==> config.mk <==
export PLATFORM = sky130hd
export DESIGN_NAME = cdnsdru_usb4_message_bus_mac_io_recal_ctrl_flat
export DESIGN_NICKNAME = d
export VERILOG_FILES = /design/src/rtl/cdnsdru_usb4_message_bus_mac_io_recal_ctrl_pkg.sv /design/src/rtl/cdnsdru_usb4_message_bus_mac_io_recal_ctrl_if.sv /design/src/rtl/cdnsdru_usb4_mb_timeout_timer.sv /design/src/rtl/cdnsdru_usb4_message_bus_mac_io_recal_ctrl.sv /design/src/flat_wrapper.sv
export SDC_FILE = /design/constraint.sdc
export NUM_CORES = 1
export LEC_CHECK = 0
export BUFFER_PORTS_ARGS = -buffer_cell sky130_fd_sc_hd__buf_4
export CAP_MARGIN = 30
export CORE_MARGIN = 1
export CORE_UTILIZATION = 52
export DETAILED_ROUTE_END_ITERATION = 10
export PLACE_DENSITY = 0.75
export SETUP_SLACK_MARGIN = 0.4
export SLEW_MARGIN = 10
export SYNTH_ARGS = -nofsm -noshare
export SYNTH_HDL_FRONTEND = slang
export SYNTH_HIERARCHICAL = 1
export SYNTH_SLANG_ARGS = --single-unit
==> constraint.sdc <==
create_clock -name pipe_mac2phy_clk -period 2 [get_ports pipe_mac2phy_clk]
set_clock_uncertainty 0.2 [all_clocks]
set_input_delay 0.4 -clock pipe_mac2phy_clk [delete_from_list [all_inputs] [get_ports pipe_mac2phy_clk]]
set_output_delay 0.4 -clock pipe_mac2phy_clk [all_outputs]
set_load 0.01 [all_outputs]
==> src/rtl/cdnsdru_usb4_message_bus_mac_io_recal_ctrl_pkg.sv <==
`default_nettype none
// +--------------------------------------------------------------------------+
// | Package : cdnsdru_usb4_mb_pkg                                            |
// | Brief   : Shared MB IORecal state encoding and retry limit.              |
// | Rev     : 1.0  initial release                                           |
// +--------------------------------------------------------------------------+
package cdnsdru_usb4_mb_pkg;

   typedef enum logic [2:0] {
      IDLE         = 3'd0,
      REQ_WR_START = 3'd1,
      REQ_WR       = 3'd2,
      WAIT_DONE    = 3'd3,
      DONE         = 3'd4
   } mb_iorecal_state_e;

   localparam int unsigned MB_IORECAL_MAX_RETRY = 2;

endpackage
`default_nettype wire

==> src/rtl/cdnsdru_usb4_message_bus_mac_io_recal_ctrl_if.sv <==
`default_nettype none
// +--------------------------------------------------------------------------+
// | Interface : cdnsdru_usb4_message_bus_mac_io_recal_ctrl_if                |
// | Brief     : MB RX/TX controller handshake seen by the IORecal control.   |
// | Rev       : 1.0  initial release                                         |
// +--------------------------------------------------------------------------+
interface cdnsdru_usb4_message_bus_mac_io_recal_ctrl_if;

   logic rx_phyiorecalreq;
   logic rx_iorecaldone;
   logic iorecalreq_sent;
   logic prio_tx_write_done;
   logic iorecalreq_tx_write;

   // master = MB register RX/TX controllers, slave = IORecal control
   modport master (
      output rx_phyiorecalreq,
      output rx_iorecaldone,
      output iorecalreq_sent,
      output prio_tx_write_done,
      input  iorecalreq_tx_write
   );

   modport slave (
      input  rx_phyiorecalreq,
      input  rx_iorecaldone,
      input  iorecalreq_sent,
      input  prio_tx_write_done,
      output iorecalreq_tx_write
   );

endinterface
`default_nettype wire

==> src/rtl/cdnsdru_usb4_mb_timeout_timer.sv <==
`default_nettype none
// +--------------------------------------------------------------------------+
// | Module : cdnsdru_usb4_mb_timeout_timer                                   |
// | Brief  : Clearable saturating up-counter with terminal-count compare.    |
// | Rev    : 1.0  initial release                                            |
// +--------------------------------------------------------------------------+
module cdnsdru_usb4_mb_timeout_timer #(
   parameter int unsigned TERM_CNT = 65535,
   parameter int unsigned TMR_W    = 20
) (
   input  wire  pipe_mac2phy_clk,
   input  wire  pipe_mac2phy_rstn,
   input  wire  clr,
   input  wire  en,
   output logic tc
);

   localparam logic [TMR_W-1:0] C_TC_VAL  = TMR_W'(TERM_CNT - 1);
   localparam logic [TMR_W-1:0] C_SAT_VAL = {TMR_W{1'b1}};

   logic [TMR_W-1:0] count_q;
   logic [TMR_W-1:0] count_d;

   // Clear has priority; the count holds at all-ones instead of wrapping.
   always_comb begin
      count_d = count_q;
      if (clr) begin
         count_d = '0;
      end else if (en && (count_q != C_SAT_VAL)) begin
         count_d = count_q + TMR_W'(1);
      end
   end

   always_ff @(posedge pipe_mac2phy_clk or negedge pipe_mac2phy_rstn) begin
      if (!pipe_mac2phy_rstn) begin
         count_q <= '0;
      end else begin
         count_q <= count_d;
      end
   end

   assign tc = (count_q == C_TC_VAL);

endmodule
`default_nettype wire

==> src/rtl/cdnsdru_usb4_message_bus_mac_io_recal_ctrl.sv <==
`default_nettype none
// +--------------------------------------------------------------------------+
// | Module : cdnsdru_usb4_message_bus_mac_io_recal_ctrl                      |
// | Brief  : MAC-side IORecal sequencer: request write, wait for PHY done.   |
// | Option : CDNSDRU_USB4_MB_IORECAL_RETRY_EN adds timeout retries.          |
// | Rev    : 1.0  initial release                                            |
// +--------------------------------------------------------------------------+
module cdnsdru_usb4_message_bus_mac_io_recal_ctrl
   import cdnsdru_usb4_mb_pkg::*;
#(
   parameter int unsigned TIMEOUT_CYCLES = 65535,
   parameter int unsigned TMR_W          = 20
) (
   input  wire         pipe_mac2phy_clk,
   input  wire         pipe_mac2phy_rstn,
   input  wire         mb_enable,
   input  wire         cdb_reset,
   input  wire         cdb_ctrl_reset,
   input  wire         mac_recal_req,
   cdnsdru_usb4_message_bus_mac_io_recal_ctrl_if.slave mb,
   output logic        recal_busy,
   output logic        recal_done,
   output logic        recal_timeout,
   output logic        spurious_done,
   output logic        phy_req_pending
`ifdef CDNSDRU_USB4_MB_IORECAL_RETRY_EN
   ,
   output logic [1:0]  retry_cnt
`endif
);

   mb_iorecal_state_e state_q, state_d;
   logic              pending_q, pending_d;
   logic              timeout_q, timeout_d;
   logic              spurious_q, spurious_d;
   logic              soft_rst;
   logic              tmr_tc;
`ifdef CDNSDRU_USB4_MB_IORECAL_RETRY_EN
   logic [1:0]        retry_cnt_q, retry_cnt_d;
`endif

   assign soft_rst = ~mb_enable | cdb_reset | cdb_ctrl_reset;

   cdnsdru_usb4_mb_timeout_timer #(
      .TERM_CNT (TIMEOUT_CYCLES),
      .TMR_W    (TMR_W)
   ) u_timer (
      .pipe_mac2phy_clk  (pipe_mac2phy_clk),
      .pipe_mac2phy_rstn (pipe_mac2phy_rstn),
      .clr               (soft_rst | (state_q != WAIT_DONE)),
      .en                (state_q == WAIT_DONE),
      .tc                (tmr_tc)
   );

   always_comb begin
      state_d    = state_q;
      pending_d  = pending_q;
      timeout_d  = 1'b0;
      spurious_d = 1'b0;
`ifdef CDNSDRU_USB4_MB_IORECAL_RETRY_EN
      retry_cnt_d = retry_cnt_q;
`endif
      case (state_q)
         IDLE: begin
            if (pending_q || mac_recal_req) begin
               state_d   = REQ_WR_START;
               pending_d = 1'b0;
            end
         end
         REQ_WR_START: begin
            if (mb.iorecalreq_sent) state_d = REQ_WR;
         end
         REQ_WR: begin
            if (mb.prio_tx_write_done) state_d = WAIT_DONE;
         end
         WAIT_DONE: begin
            // Done on the terminal cycle wins over the timeout.
            if (mb.rx_iorecaldone) begin
               state_d = DONE;
            end else if (tmr_tc) begin
`ifdef CDNSDRU_USB4_MB_IORECAL_RETRY_EN
               if (retry_cnt_q < 2'(MB_IORECAL_MAX_RETRY)) begin
                  state_d     = REQ_WR_START;
                  retry_cnt_d = retry_cnt_q + 2'd1;
               end else begin
                  state_d   = IDLE;
                  timeout_d = 1'b1;
               end
`else
               state_d   = IDLE;
               timeout_d = 1'b1;
`endif
            end
         end
         DONE:    state_d = IDLE;
         default: state_d = IDLE;
      endcase

      // A new PHY request in the same cycle as the clear must not be lost.
      if (mb.rx_phyiorecalreq) pending_d = 1'b1;
      if (mb.rx_iorecaldone && (state_q != WAIT_DONE)) spurious_d = 1'b1;
`ifdef CDNSDRU_USB4_MB_IORECAL_RETRY_EN
      if (state_d == IDLE) retry_cnt_d = 2'd0;
`endif

      if (soft_rst) begin
         state_d    = IDLE;
         pending_d  = 1'b0;
         timeout_d  = 1'b0;
         spurious_d = 1'b0;
`ifdef CDNSDRU_USB4_MB_IORECAL_RETRY_EN
         retry_cnt_d = 2'd0;
`endif
      end
   end

   always_ff @(posedge pipe_mac2phy_clk or negedge pipe_mac2phy_rstn) begin
      if (!pipe_mac2phy_rstn) begin
         state_q    <= IDLE;
         pending_q  <= 1'b0;
         timeout_q  <= 1'b0;
         spurious_q <= 1'b0;
`ifdef CDNSDRU_USB4_MB_IORECAL_RETRY_EN
         retry_cnt_q <= 2'd0;
`endif
      end else begin
         state_q    <= state_d;
         pending_q  <= pending_d;
         timeout_q  <= timeout_d;
         spurious_q <= spurious_d;
`ifdef CDNSDRU_USB4_MB_IORECAL_RETRY_EN
         retry_cnt_q <= retry_cnt_d;
`endif
      end
   end

   assign mb.iorecalreq_tx_write = (state_q == REQ_WR_START) || (state_q == REQ_WR);
   assign recal_busy             = (state_q != IDLE);
   assign recal_done             = (state_q == DONE);
   assign recal_timeout          = timeout_q;
   assign spurious_done          = spurious_q;
   assign phy_req_pending        = pending_q;
`ifdef CDNSDRU_USB4_MB_IORECAL_RETRY_EN
   assign retry_cnt              = retry_cnt_q;
`endif

endmodule
`default_nettype wire

==> src/flat_wrapper.sv <==
// flat-port wrapper written by rule: the top's interface ports become plain ports
module cdnsdru_usb4_message_bus_mac_io_recal_ctrl_flat import cdnsdru_usb4_mb_pkg::*;
#(
   parameter int unsigned TIMEOUT_CYCLES = 65535,
   parameter int unsigned TMR_W          = 20
)
  (pipe_mac2phy_clk, pipe_mac2phy_rstn, mb_enable, cdb_reset, cdb_ctrl_reset, mac_recal_req, recal_busy, recal_done, recal_timeout, spurious_done, phy_req_pending, mb_rx_phyiorecalreq, mb_rx_iorecaldone, mb_iorecalreq_sent, mb_prio_tx_write_done, mb_iorecalreq_tx_write);
  cdnsdru_usb4_message_bus_mac_io_recal_ctrl_if mb_i ();
  input  wire pipe_mac2phy_clk;
  input  wire pipe_mac2phy_rstn;
  input  wire mb_enable;
  input  wire cdb_reset;
  input  wire cdb_ctrl_reset;
  input  wire mac_recal_req;
  output logic recal_busy;
  output logic recal_done;
  output logic recal_timeout;
  output logic spurious_done;
  output logic phy_req_pending;
  input wire logic [$bits(mb_i.rx_phyiorecalreq)-1:0] mb_rx_phyiorecalreq;
  input wire logic [$bits(mb_i.rx_iorecaldone)-1:0] mb_rx_iorecaldone;
  input wire logic [$bits(mb_i.iorecalreq_sent)-1:0] mb_iorecalreq_sent;
  input wire logic [$bits(mb_i.prio_tx_write_done)-1:0] mb_prio_tx_write_done;
  output wire logic [$bits(mb_i.iorecalreq_tx_write)-1:0] mb_iorecalreq_tx_write;
  assign mb_i.rx_phyiorecalreq = mb_rx_phyiorecalreq;
  assign mb_i.rx_iorecaldone = mb_rx_iorecaldone;
  assign mb_i.iorecalreq_sent = mb_iorecalreq_sent;
  assign mb_i.prio_tx_write_done = mb_prio_tx_write_done;
  assign mb_iorecalreq_tx_write = mb_i.iorecalreq_tx_write;
  cdnsdru_usb4_message_bus_mac_io_recal_ctrl #(.TIMEOUT_CYCLES(TIMEOUT_CYCLES), .TMR_W(TMR_W)) u_core (.pipe_mac2phy_clk(pipe_mac2phy_clk), .pipe_mac2phy_rstn(pipe_mac2phy_rstn), .mb_enable(mb_enable), .cdb_reset(cdb_reset), .cdb_ctrl_reset(cdb_ctrl_reset), .mac_recal_req(mac_recal_req), .mb(mb_i), .recal_busy(recal_busy), .recal_done(recal_done), .recal_timeout(recal_timeout), .spurious_done(spurious_done), .phy_req_pending(phy_req_pending));
endmodule
==> summary.txt, run 1 <==
Outcome = finished with violations
Failing checks = setup timing
Htree depth = 1
Num CTS Buffers = 3
Vias in the first global route = 1649
First-pass GRT wire length = 8010 um
GRT Overall Usage = 32.83%
#FFs+latches synth = 26
Initial Utilization = 55.56%
Path type of the worst min-delay path = in -> reg
Post-route ant nets = 0
Final worst setup slack = -0.1646 ns
Layout cell share with drive strength beyond 1 = 57.85%
Hold Path Sink = u_core/recal_timeout
Hold depth = 2
RSZ-0062 raised after global routing = yes
# nets final = 255
Mapped Area = 1545 um2
Minimum clock period = 2.165 ns
Root Driver = clkbuf_4
Main combinational cell family by area after synthesis = simple AND/OR/NAND/NOR gates
Peak Freq = 462.0 MHz
Synthesized area per cell = 9.090 um2
CTS sink cnt = 26
Crit-path cells = buf_6, and3b_2, buf_4, buf_6, nand4_1, nor4_1, a31oi_1, nand2_1
Placed Cells incl. Taps = 236
Sequential fraction of the synthesis area = 42.11%
Setup violators final = 16
Top cells by count, synth = dfrtp_1, a21oi_1, nand2_1, nor2_1, or4_1
Critical Path Source = u_core/state_q[1]
WL per Instance = 25.30 um
Post-synth top area share = 42.11%
Clock-pin slew on the worst setup and hold paths = 0.16 ns
Max_cap viols = 0
Final WL = 6907 um
Simple-gate share of the synthesized area = 32.31%
Syn. warnings = 6
Maximum vdd ir drop = 0.0004565 V
Die width = 56.51 um
Crit path launch type = register
Area Overhead vs Synth = 64.70%
CTS max path bufs = 2
Fin crit share = 108.2%
Vias = 1914
Adder-cell area share of the yosys netlist = 1.619%
Initial antenna violation count = 0
Ys async rst share = 100.0%
Data required, critical path = 2.09 ns
Pre-Repair DR Iteration Count = 5
Most numerous cell in the Yosys netlist = dfrtp_1
Cells after Synth = 170
Total nets after synthesis = 182
GRT overflow = 0
Port bufs = 15
PwrDens = 345.5 nW/um2
Worst-Margin Slew = 0.6244 ns
CP max FO = 4
Post-Layout Cell Count = 273
Reg2Reg Setup Slack = -0.16 ns
Hold Startpoint = mb_rx_iorecaldone
Detailed Route Iter0 Violations = 267
Fin util = 91.50%
CP Buf/Inv Count = 3
DRC violations left = 0
Insertion delay to the later sink of the worst-skew pair = 0.34 ns
Core box area = 2781 um2
Final total power = 879.2 uW
Synth area leaders = dfrtp_1, a21oi_1, or4_1, mux2_2, o31ai_1
IO Pins = 16
Synth unique cells = 39
Mux contribution to synthesized area = 4.372%
Post-DP HPWL = 2828 um
Setup_tns = -0.9280 ns
CP Capture Type = register
Worst r2r src = u_core/state_q[1]
Die area = 3193 um2
Leakage = 0.001068 uW
Synth Flop Type = dfrtp_1
Die Y-Extent = 56.51 um
Cells on worst reg2reg path = 8
Worst Path Arrival = 2.26 ns
RePlAce Congestion = 0.8472
Vias per inst = 7.011
Area leader, netlist = dfrtp_1
Most frequent CP cell = buf_6
Largest net degree at the start of global routing = 27
Slowest CP cell = dfrtp_1
Final hold viol count = 0
CTS tree = done
Delay-heaviest family, CP = simple AND/OR/NAND/NOR gates
Number of synthesized flops with an enable pin = 0
Worst Setup Path Type = reg -> reg
Slowest stage delay, CP = 0.43 ns
FP Rows = 19
Synth Area in Compound Gates = 14.49%
Synth Area in XOR/XNOR = 0.5668%
Pins Over Slew Limit = 0
Headroom to the max-slew limit = 58.19%
Reg-to-reg critical path endpoint = u_core/u_timer/count_q[6]
Ant diodes = 0
-- state kept, by name, summed over array words and instances, names as in the netlist --
name                    flops
u_core/phy_req_pending      1
u_core/recal_timeout        1
u_core/spurious_done        1
u_core/state_q              3
u_core/u_timer/count_q     20
-- metal layers --
layer  vias up  routed length, um  GRT usage [%]
met4         0                463          13.59
met1       904               2506          43.50
li1        772                  -              -
met2       187               3158          54.29
met5         -                  0              0
met3        51                779          3.917
-- metrics by stage --
step | hold slack, ns | cell area [um2] | worst slack, ns
after detailed placement | 0.1277 | 1893 | -0.03182
after CTS | 0.03677 | 2253 | 0.008133
after global placement | 0.1230 | 1893 | 0.04506
after global routing | 0.04285 | 2545 | -0.2176
final | 0.05015 | 2545 | -0.1646
after floorplan | -0.09559 | 1595 | 0.05146
-- cell usage in the layout (no fill, tap or decap), types with 4 or more instances in the layout --
cell type | synthesis | routed
buf_4 | 0 | 56
dfrtp_1 | 26 | 26
buf_6 | 2 | 18
a21oi_2 | 1 | 11
nor2_1 | 12 | 10
nand2_1 | 12 | 9
nor2b_1 | 7 | 7
a21oi_1 | 20 | 7
nand4_1 | 5 | 5
or4_1 | 9 | 5
o21ai_0 | 4 | 4
nor3_2 | 0 | 4
nand3_1 | 7 | 4
or4_4 | 0 | 4
o31ai_1 | 8 | 4
-- area by class of cell --
| cell class | count | area, um2 |
|---|---|---|
| repair buffers | 77 | 653.1 |
| fillers | 99 | 236.5 |
| flip-flops and latches | 26 | 650.6 |
| well taps | 31 | 38.79 |
| inverters | 4 | 17.52 |
| clock buffers | 4 | 36.28 |
| multi-input cells | 131 | 1149 |
-- kinds of logic (layout without fill, tap and decap cells) --
| kind of cell | count (synthesis) | count (layout) |
|---|---|---|
| adders and majority gates | 2 | 2 |
| xor gates and xnor gates | 1 | 1 |
| AOI/OAI and AO/OA | 38 | 38 |
| and+or+nand+nor | 83 | 84 |
| muxes | 6 | 6 |
| DFF | 26 | 26 |
| buffers and inverters | 14 | 85 |
-- where the power goes --
part / leakage, uW / internal, uW / total (uW) / switching, uW
Sequential: 0.000363 / 528 / 529 / 1.40
Combinational: 0.000685 / 28.7 / 61.1 / 32.4
Clock: 0.0000210 / 112 / 289 / 177
-- timing repair --
item / CTS / global route
setup endpoints to repair: 26 / 27
buffers inserted: 21 / 8
endpoints found under the hold margin: 26 / 0
hold buffers: 1 / 0
pin swaps: 21 / 13
gates cloned: 1 / 2
gates resized for setup: 35 / 48
-- worst max path at each step --
stage          slack, ns                   endpoint  cells after the start
2_1_floorplan       0.05  u_core/u_timer/count_q[2]                      4
4_1_cts            0.008                 recal_busy                      3
3_3_place_gp        0.05  u_core/u_timer/count_q[0]                      4
5_1_grt            -0.22  u_core/u_timer/count_q[6]                      8
6_report           -0.16  u_core/u_timer/count_q[6]                      8
3_5_place_dp       -0.03  u_core/u_timer/count_q[0]                      5
(Power assumes the default switching activity.)
==> run 2, diff against run 1 <==
Settings changed: CORE_UTILIZATION 52 to 57, PLACE_DENSITY 0.75 to 0.78, SETUP_SLACK_MARGIN 0.4 to 0.05, SYNTH_HIERARCHICAL 1 to not set.
Clock period 2 ns to 2.4 ns, I/O delays scaled along.
==> run 2 against run 1 <==
The run now ends clean. Area after synthesis fell by 6.2%. Non-clock buffer count fell by 56. Combinational power fell by 36%. Global-route usage fell by 6.6 points. Critical path type unchanged.
==> summary.txt, run 2 <==
Outcome = finished, final reports clean
Clock-pin slew on the worst setup and hold paths = 0.15 ns (about the same)
Top cells by count, synth = dfrtp_1, nor2_1, xnor2_1, a21oi_1, nand3_1
Final WL = 3251 um (-53%)
CTS tree = done
Vias = 1231 (-36%)
Synth unique cells = 38 (-2.6%)
CP Capture Type = register
Reg with most FFs = u_core.u_timer.count_q
Post-synth top area share = 44.87% (+2.8 points)
# nets final = 188 (-26%)
Initial Utilization = 63.13% (+7.6 points)
GRT Overall Usage = 26.18% (-6.6 points)
Headroom to the max-slew limit = 68.08% (+9.9 points)
Setup violators final = 0 (-16)
#FFs+latches synth = 26 (unchanged)
Die area = 2750 um2 (-14%)
Detailed Route Iter0 Violations = 41 (-85%)
Synth area leaders = dfrtp_1, xnor2_1, nor2_1, a21oi_1, nand3_1
Core box area = 2297 um2 (-17%)
Worst Path Arrival = 2.21 ns (-0.05 ns)
NetSw = 162.1 uW (-23%)
DRC violations left = 0 (unchanged)
Num CTS Buffers = 3 (unchanged)
Fin crit share = 90.76% (-17 points)
Area Overhead vs Synth = 15.53%
Leakage = 0.0006557 uW (-39%)
Ys async rst share = 100.0% (unchanged)
Setup_tns = 0 ns (+0.9280 ns)
Layout cell share with drive strength beyond 1 = 18.86% (-39 points)
Slowest stage delay, CP = 0.42 ns (about the same)
CP Buf/Inv Count = 1 (-2)
Total nets after synthesis = 167 (-8.2%)
Post-route ant nets = 0 (unchanged)
Comb pwr share = 5.0% (-2.0 points)
FP Rows = 17 (-2)
# Post-CTS Setup Buffers = 0 (-100%)
Vias in the first global route = 1207 (-27%)
Port bufs = 15 (unchanged)
Crit-path cells = inv_1, ha_1, or4b_1, nor3_1, nand2_1, a22oi_1, mux2_2
Worst Setup Path Type = reg -> reg
Post-Layout Inst Area = 1675 um2 (-34%)
Mapped Area = 1450 um2 (-6.2%)
CTS max path bufs = 2 (unchanged)
Initial antenna violation count = 0 (unchanged)
Post-DP HPWL = 2237 um (-21%)
Clock power frac = 39.1% (+6.2 points)
Pins Over Slew Limit = 0 (unchanged)
Area after DPL = 1607 um2 (-15%)
Insertion delay to the later sink of the worst-skew pair = 0.33 ns (about the same)
PwrDens = 471.8 nW/um2 (+37%)
CP max FO = 2 (-2)
Cells after Synth = 155 (-8.8%)
Worst-Margin Slew = 0.4751 ns (-0.1493 ns)
Hold Slack = 0.1249 ns (+0.07476 ns)
Design internal power = 628.4 uW (-5.9%)
Area leader, netlist = dfrtp_1
Root Driver = clkbuf_4
Sequential share of power = 55.9% (-4.3 points)
Commonest non-fill, non-tap cell in the layout = dfrtp_1
WL per Instance = 16.01 um (-37%)
Most frequent cells in the layout = dfrtp_1, nor2_1, buf_4
Most numerous cell in the Yosys netlist = dfrtp_1
Final hold viol count = 0 (unchanged)
Final total power = 790.5 uW (-10%)
IO Pins = 16 (unchanged)
Data required, critical path = 2.44 ns (+0.35 ns)
Placed Cells incl. Taps = 198 (-16%)
Die Y-Extent = 52.44 um (-7.2%)
Max_cap viols = 0 (unchanged)
Max FFs per register = 20 (unchanged)
Fillers = 168 (+70%)
Number of synthesized flops with an enable pin = 0 (unchanged)
First-pass GRT wire length = 5264 um (-34%)
RSZ-0062 raised after global routing = no
Htree depth = 1 (unchanged)
Pre-Repair DR Iteration Count = 4 (-1)
Syn. warnings = 0 (-6)
Path type of the worst min-delay path = in -> reg
Die width = 52.44 um (-7.2%)
Maximum vdd ir drop = 0.0003971 V (-13%)
Synth Flop Type = dfrtp_1
Vias per inst = 6.064 (-14%)
Sequential fraction of the synthesis area = 44.87% (+2.8 points)
Synthesized area per cell = 9.356 um2 (+2.9%)
Ant diodes = 0 (unchanged)
Top flop regs = u_core.u_timer.count_q: 20 flops, u_core.state_q: 3 flops
Delay-heaviest family, CP = simple AND/OR/NAND/NOR gates
GRT overflow = 0 (unchanged)
Switching share of total power = 20.50% (-3.5 points)
Peak Freq = 459.1 MHz (-0.62%)
Crit path launch type = register
CTS sink cnt = 26 (unchanged)
Largest net degree at the start of global routing = 27 (unchanged)
RePlAce Congestion = 0.9192 (+8.5%)
Post-Layout Cell Count = 203 (-26%)
Slowest CP cell = or4b_1
Minimum clock period = 2.178 ns (+0.01356 ns)
## run 2: repair_timing
item	CTS	global route
hold buffers	1	0
resized for setup	0	1
endpoints found under the setup margin	0	2
hold endpoints to repair	26	0
## run 2: cells by family after synthesis
group           synth area share, %
compound gates                8.801
xor+xnor                      8.456
fa+ha+maj                     1.725
buf+inv                       3.279
flops                         44.87
mux                           1.553
simple gates                  31.32
## run 2: cell type report
class                      instances  area, um2  area share, %
multi-input combinational        119      758.2          45.26
clock inverter                     1      30.03          1.792
clock buffer                       3      22.52          1.344
inverter                           5      18.77          1.120
tap                               28      35.03          2.091
timing repair buffer              21      160.2          9.559
sequential                        26      650.6          38.83
## run 2: layer usage
metal | routed length, um | vias up | global-route usage [%]
met5 | 0 | - | 0
met4 | 26 | 0 | 7.456
met3 | 168 | 4 | 2.899
met2 | 1599 | 36 | 43.67
met1 | 1456 | 588 | 35.69
li1 | - | 603 | -
## run 2: through the flow
stage | setup slack (ns) | util, %
after floorplan | 0.2440 | -
after global placement | 0.2859 | 69.93
after detailed placement | 0.2303 | 69.93
after CTS | 0.2145 | 72.66
after global routing | 0.1126 | 72.93
final | 0.2218 | 72.93
## run 2: path summary, 6_finish.rpt
path                                               to  slack (ns)  cells after the start                       from
setup reg to reg                    u_core.state_q[1]        0.22                      7  u_core.u_timer.count_q[0]
min in group asynchronous  u_core.u_timer.count_q[11]        0.37                      2          pipe_mac2phy_rstn
max in group asynchronous   u_core.u_timer.count_q[3]        1.37                      2          pipe_mac2phy_rstn
hold reg to reg                u_core.phy_req_pending        0.40                      2     u_core.phy_req_pending
hold / removal                   u_core.recal_timeout        0.12                      2          mb_rx_iorecaldone
setup / recovery                    u_core.state_q[1]        0.22                      7  u_core.u_timer.count_q[0]
## run 2: power by group through the flow
stage | sequential (uW) | combinational, uW | clock, uW
2_1_floorplan | 450 | 10.3 | 0
3_3_place_gp | 450 | 36.4 | 0
3_5_place_dp | 450 | 38.0 | 0
4_1_cts | 442 | 39.6 | 308
5_1_grt | 443 | 43.2 | 324
6_report | 442 | 39.2 | 309
==> run 3, diff against run 2 <==
Settings changed: CELL_PAD_IN_SITES_DETAIL_PLACEMENT set to 0, CELL_PAD_IN_SITES_GLOBAL_PLACEMENT set to 2, CORE_UTILIZATION 57 to 36, PLACE_DENSITY 0.78 to not set, PLACE_DENSITY_LB_ADDON set to 0.1.
==> run 3 against run 2 <==
Sequential share of layout area down 1.2 points. Power down 2.8%. Worst setup slack better by 0.039 ns. Non-clock buffer count is 3 higher. Via count up 1.6%. Final area grew 3.3%. Die area grew 56%. Critical path type unchanged. First-iteration DRC count is 49% higher. Hold slack better by 0.065 ns.
==> summary.txt, run 3 (synthesis gave the netlist of run 2 again) <==
Met1 usage = 24.34% (-11 points)
Clock power frac = 37.5% (-1.6 points)
Top Usage Layer GRT = met2
Top flop regs = u_core.u_timer.count_q: 20 flops, u_core.state_q: 3 flops
Setup_tns = 0 ns (unchanged)
Final WL = 3193 um (-1.8%)
Commonest non-fill, non-tap cell in the layout = dfrtp_1
Vias per inst = 5.535 (-8.7%)
Peak Freq = 467.5 MHz (+1.8%)
GRT Overall Usage = 16.75% (-9.4 points)
Crit path launch type = register
Clock-pin slew on the worst setup and hold paths = 0.09 ns (-0.06 ns)
Root Driver = clkbuf_8
Vias = 1251 (+1.6%)
Most frequent cells in the layout = dfrtp_1, buf_4, nor2_1
Max_cap viols = 0 (unchanged)
Port bufs = 15 (unchanged)
Combined flip-flop and latch cell area = 650.6 um2 (unchanged)
Sequential share of power = 57.5% (+1.6 points)
Leakage = 0.0006735 uW (+2.7%)
Delay-heaviest family, CP = simple AND/OR/NAND/NOR gates
Post-DP HPWL = 2272 um (+1.6%)
Area occupied by multi-input gates = 763.2 um2 (+0.66%)
# nets final = 191 (+1.6%)
Switching share of total power = 21.18% (+0.68 points)
RSZ-0062 raised after global routing = no
Outcome = finished, final reports clean
Max FFs per register = 20 (unchanged)
CP Buf/Inv Count = 1 (unchanged)
Insertion delay to the later sink of the worst-skew pair = 0.27 ns (-0.06 ns)
Fillers = 365 (+120%)
CTS tree = done
Cell depth of the worst setup path = 7 (unchanged)
DRC violations left = 0 (unchanged)
Die area = 4286 um2 (+56%)
Vias in the first global route = 1206 (-0.083%)
Post-route ant nets = 0 (unchanged)
Layout cell share with drive strength beyond 1 = 20.79% (+1.9 points)
Largest net degree at the start of global routing = 27 (unchanged)
Hold depth = 2 (unchanged)
Headroom to the max-slew limit = 71.37% (+3.3 points)
Path type of the worst min-delay path = in -> reg
Crit-path cells = inv_1, ha_1, or4b_1, nor3_1, nand2_1, a22oi_2, mux2_2
CTS sink cnt = 26 (unchanged)
Post-Layout Cell Count = 226 (+11%)
Maximum vdd ir drop = 0.0002758 V (-31%)
Fin crit share = 89.13% (-1.6 points)
Detailed Route Iter0 Violations = 61 (+49%)
Die width = 65.47 um (+25%)
Area Overhead vs Synth = 19.33%
Worst Path Arrival = 2.10 ns (-0.11 ns)
First-pass GRT wire length = 5513 um (+4.7%)
PwrDens = 444.2 nW/um2 (-5.9%)
GRT overflow = 0 (unchanged)
CP max FO = 2 (unchanged)
Worst-Margin Slew = 0.4262 ns (-0.04888 ns)
Slowest stage delay, CP = 0.43 ns (about the same)
Initial antenna violation count = 0 (unchanged)
Num CTS Buffers = 3 (unchanged)
CP Capture Type = register
Pre-Repair DR Iteration Count = 4 (unchanged)
Initial Utilization = 38.45% (-25 points)
Worst Setup Path Type = reg -> reg
Core box area = 3771 um2 (+64%)
Slowest CP cell = or4b_1
Data required, critical path = 2.36 ns (-0.08 ns)
Die Y-Extent = 65.47 um (+25%)
Ant diodes = 0 (unchanged)
IO Pins = 16 (unchanged)
Design internal power = 605.8 uW (-3.6%)
Setup violators final = 0 (unchanged)
WL per Instance = 14.13 um (-12%)
Comb pwr share = 5.0% (about the same)
Met2 Resource Use GR = 25.52% (-18 points)
RePlAce Congestion = 0.7143 (-22%)
Reg with most FFs = u_core.u_timer.count_q
Placed Cells incl. Taps = 221 (+12%)
NetSw = 162.8 uW (+0.44%)
Grt met3 use = 2.083% (-0.82 points)
Pins Over Slew Limit = 0 (unchanged)
Final hold viol count = 0 (unchanged)
Cells on worst reg2reg path = 7 (unchanged)
FP Rows = 22 (+5)
Htree depth = 1 (unchanged)
Minimum clock period = 2.139 ns (-0.03912 ns)
CTS max path bufs = 2 (unchanged)
run 3: cell types whose count changed in the layout (fill, tap and decap cells not counted), sizes merged:
cell | previous run | this run
bufinv | 1 | 0
clkbuf | 3 | 4
buf | 20 | 23
run 3: final timing paths:
check / from / end / slack, ns
min in group asynchronous: pipe_mac2phy_rstn / u_core.u_timer.count_q[11] / 0.45
hold / removal: mb_rx_iorecaldone / u_core.recal_timeout / 0.19
setup reg to reg: u_core.u_timer.count_q[0] / u_core.state_q[0] / 0.26
max in group asynchronous: pipe_mac2phy_rstn / u_core.u_timer.count_q[2] / 1.30
hold reg to reg: u_core.phy_req_pending / u_core.phy_req_pending / 0.37
setup / recovery: u_core.u_timer.count_q[0] / u_core.state_q[0] / 0.26
run 3: metrics by stage:
| stage | total power [uW] | cell area, um2 | utilization [%] | hold slack (ns) | setup WS [ns] |
|---|---|---|---|---|---|
| final | 768.6 | 1730 | 45.89 | 0.1904 | 0.2609 |
| after global routing | 802.0 | 1730 | 45.89 | 0.1960 | 0.08502 |
| after CTS | 779.5 | 1719 | 45.59 | 0.1877 | 0.2150 |
| after detailed placement | 488.5 | 1654 | 43.86 | 0.2168 | 0.2420 |
| after global placement | 487.7 | 1654 | 43.86 | 0.2124 | 0.2731 |
| after floorplan | 460.6 | 1450 | - | -0.01559 | 0.2440 |
run 3: per-layer routing:
metal | vias to the layer above | wire length [um] | part of all wire, %
met2 | 19 | 1433 | 45
met4 | 0 | 35 | 1.1
met1 | 616 | 1635 | 51
met3 | 4 | 89 | 2.8
met5 | - | 0 | 0
li1 | 612 | - | -
run 3: power by group through the flow:
stage                     Combinational, uW  Sequential (uW)  Clock [uW]
final                                  38.7              442         288
after global routing                   43.4              442         317
after CTS                              39.5              442         298
after detailed placement               38.2              450           0
after global placement                 37.5              450           0
after floorplan                        10.3              450           0
run 3: cell type report:
type | count | share of cell area [%]
Tap cell | 48 | 3.471
Timing Repair Buffer | 24 | 10.56
Sequential cell | 26 | 37.60
Multi-Input combinational cell | 119 | 44.11
Inverter | 5 | 1.085
Clock buffer | 4 | 3.181
run 3: worst register-to-register path: stages (launching register included):
cell	delay, ns
dfrtp_1	0.39
inv_1	0.06
ha_1	0.13
or4b_1	0.43
nor3_1	0.14
nand2_1	0.10
a22oi_2	0.23
mux2_2	0.35
run 3: repair_timing:
item	CTS	global route
buffers inserted	0	0
resized for setup	0	2
hold endpoints to repair	26	0
setup endpoints to repair	0	2
hold buffers	1	0
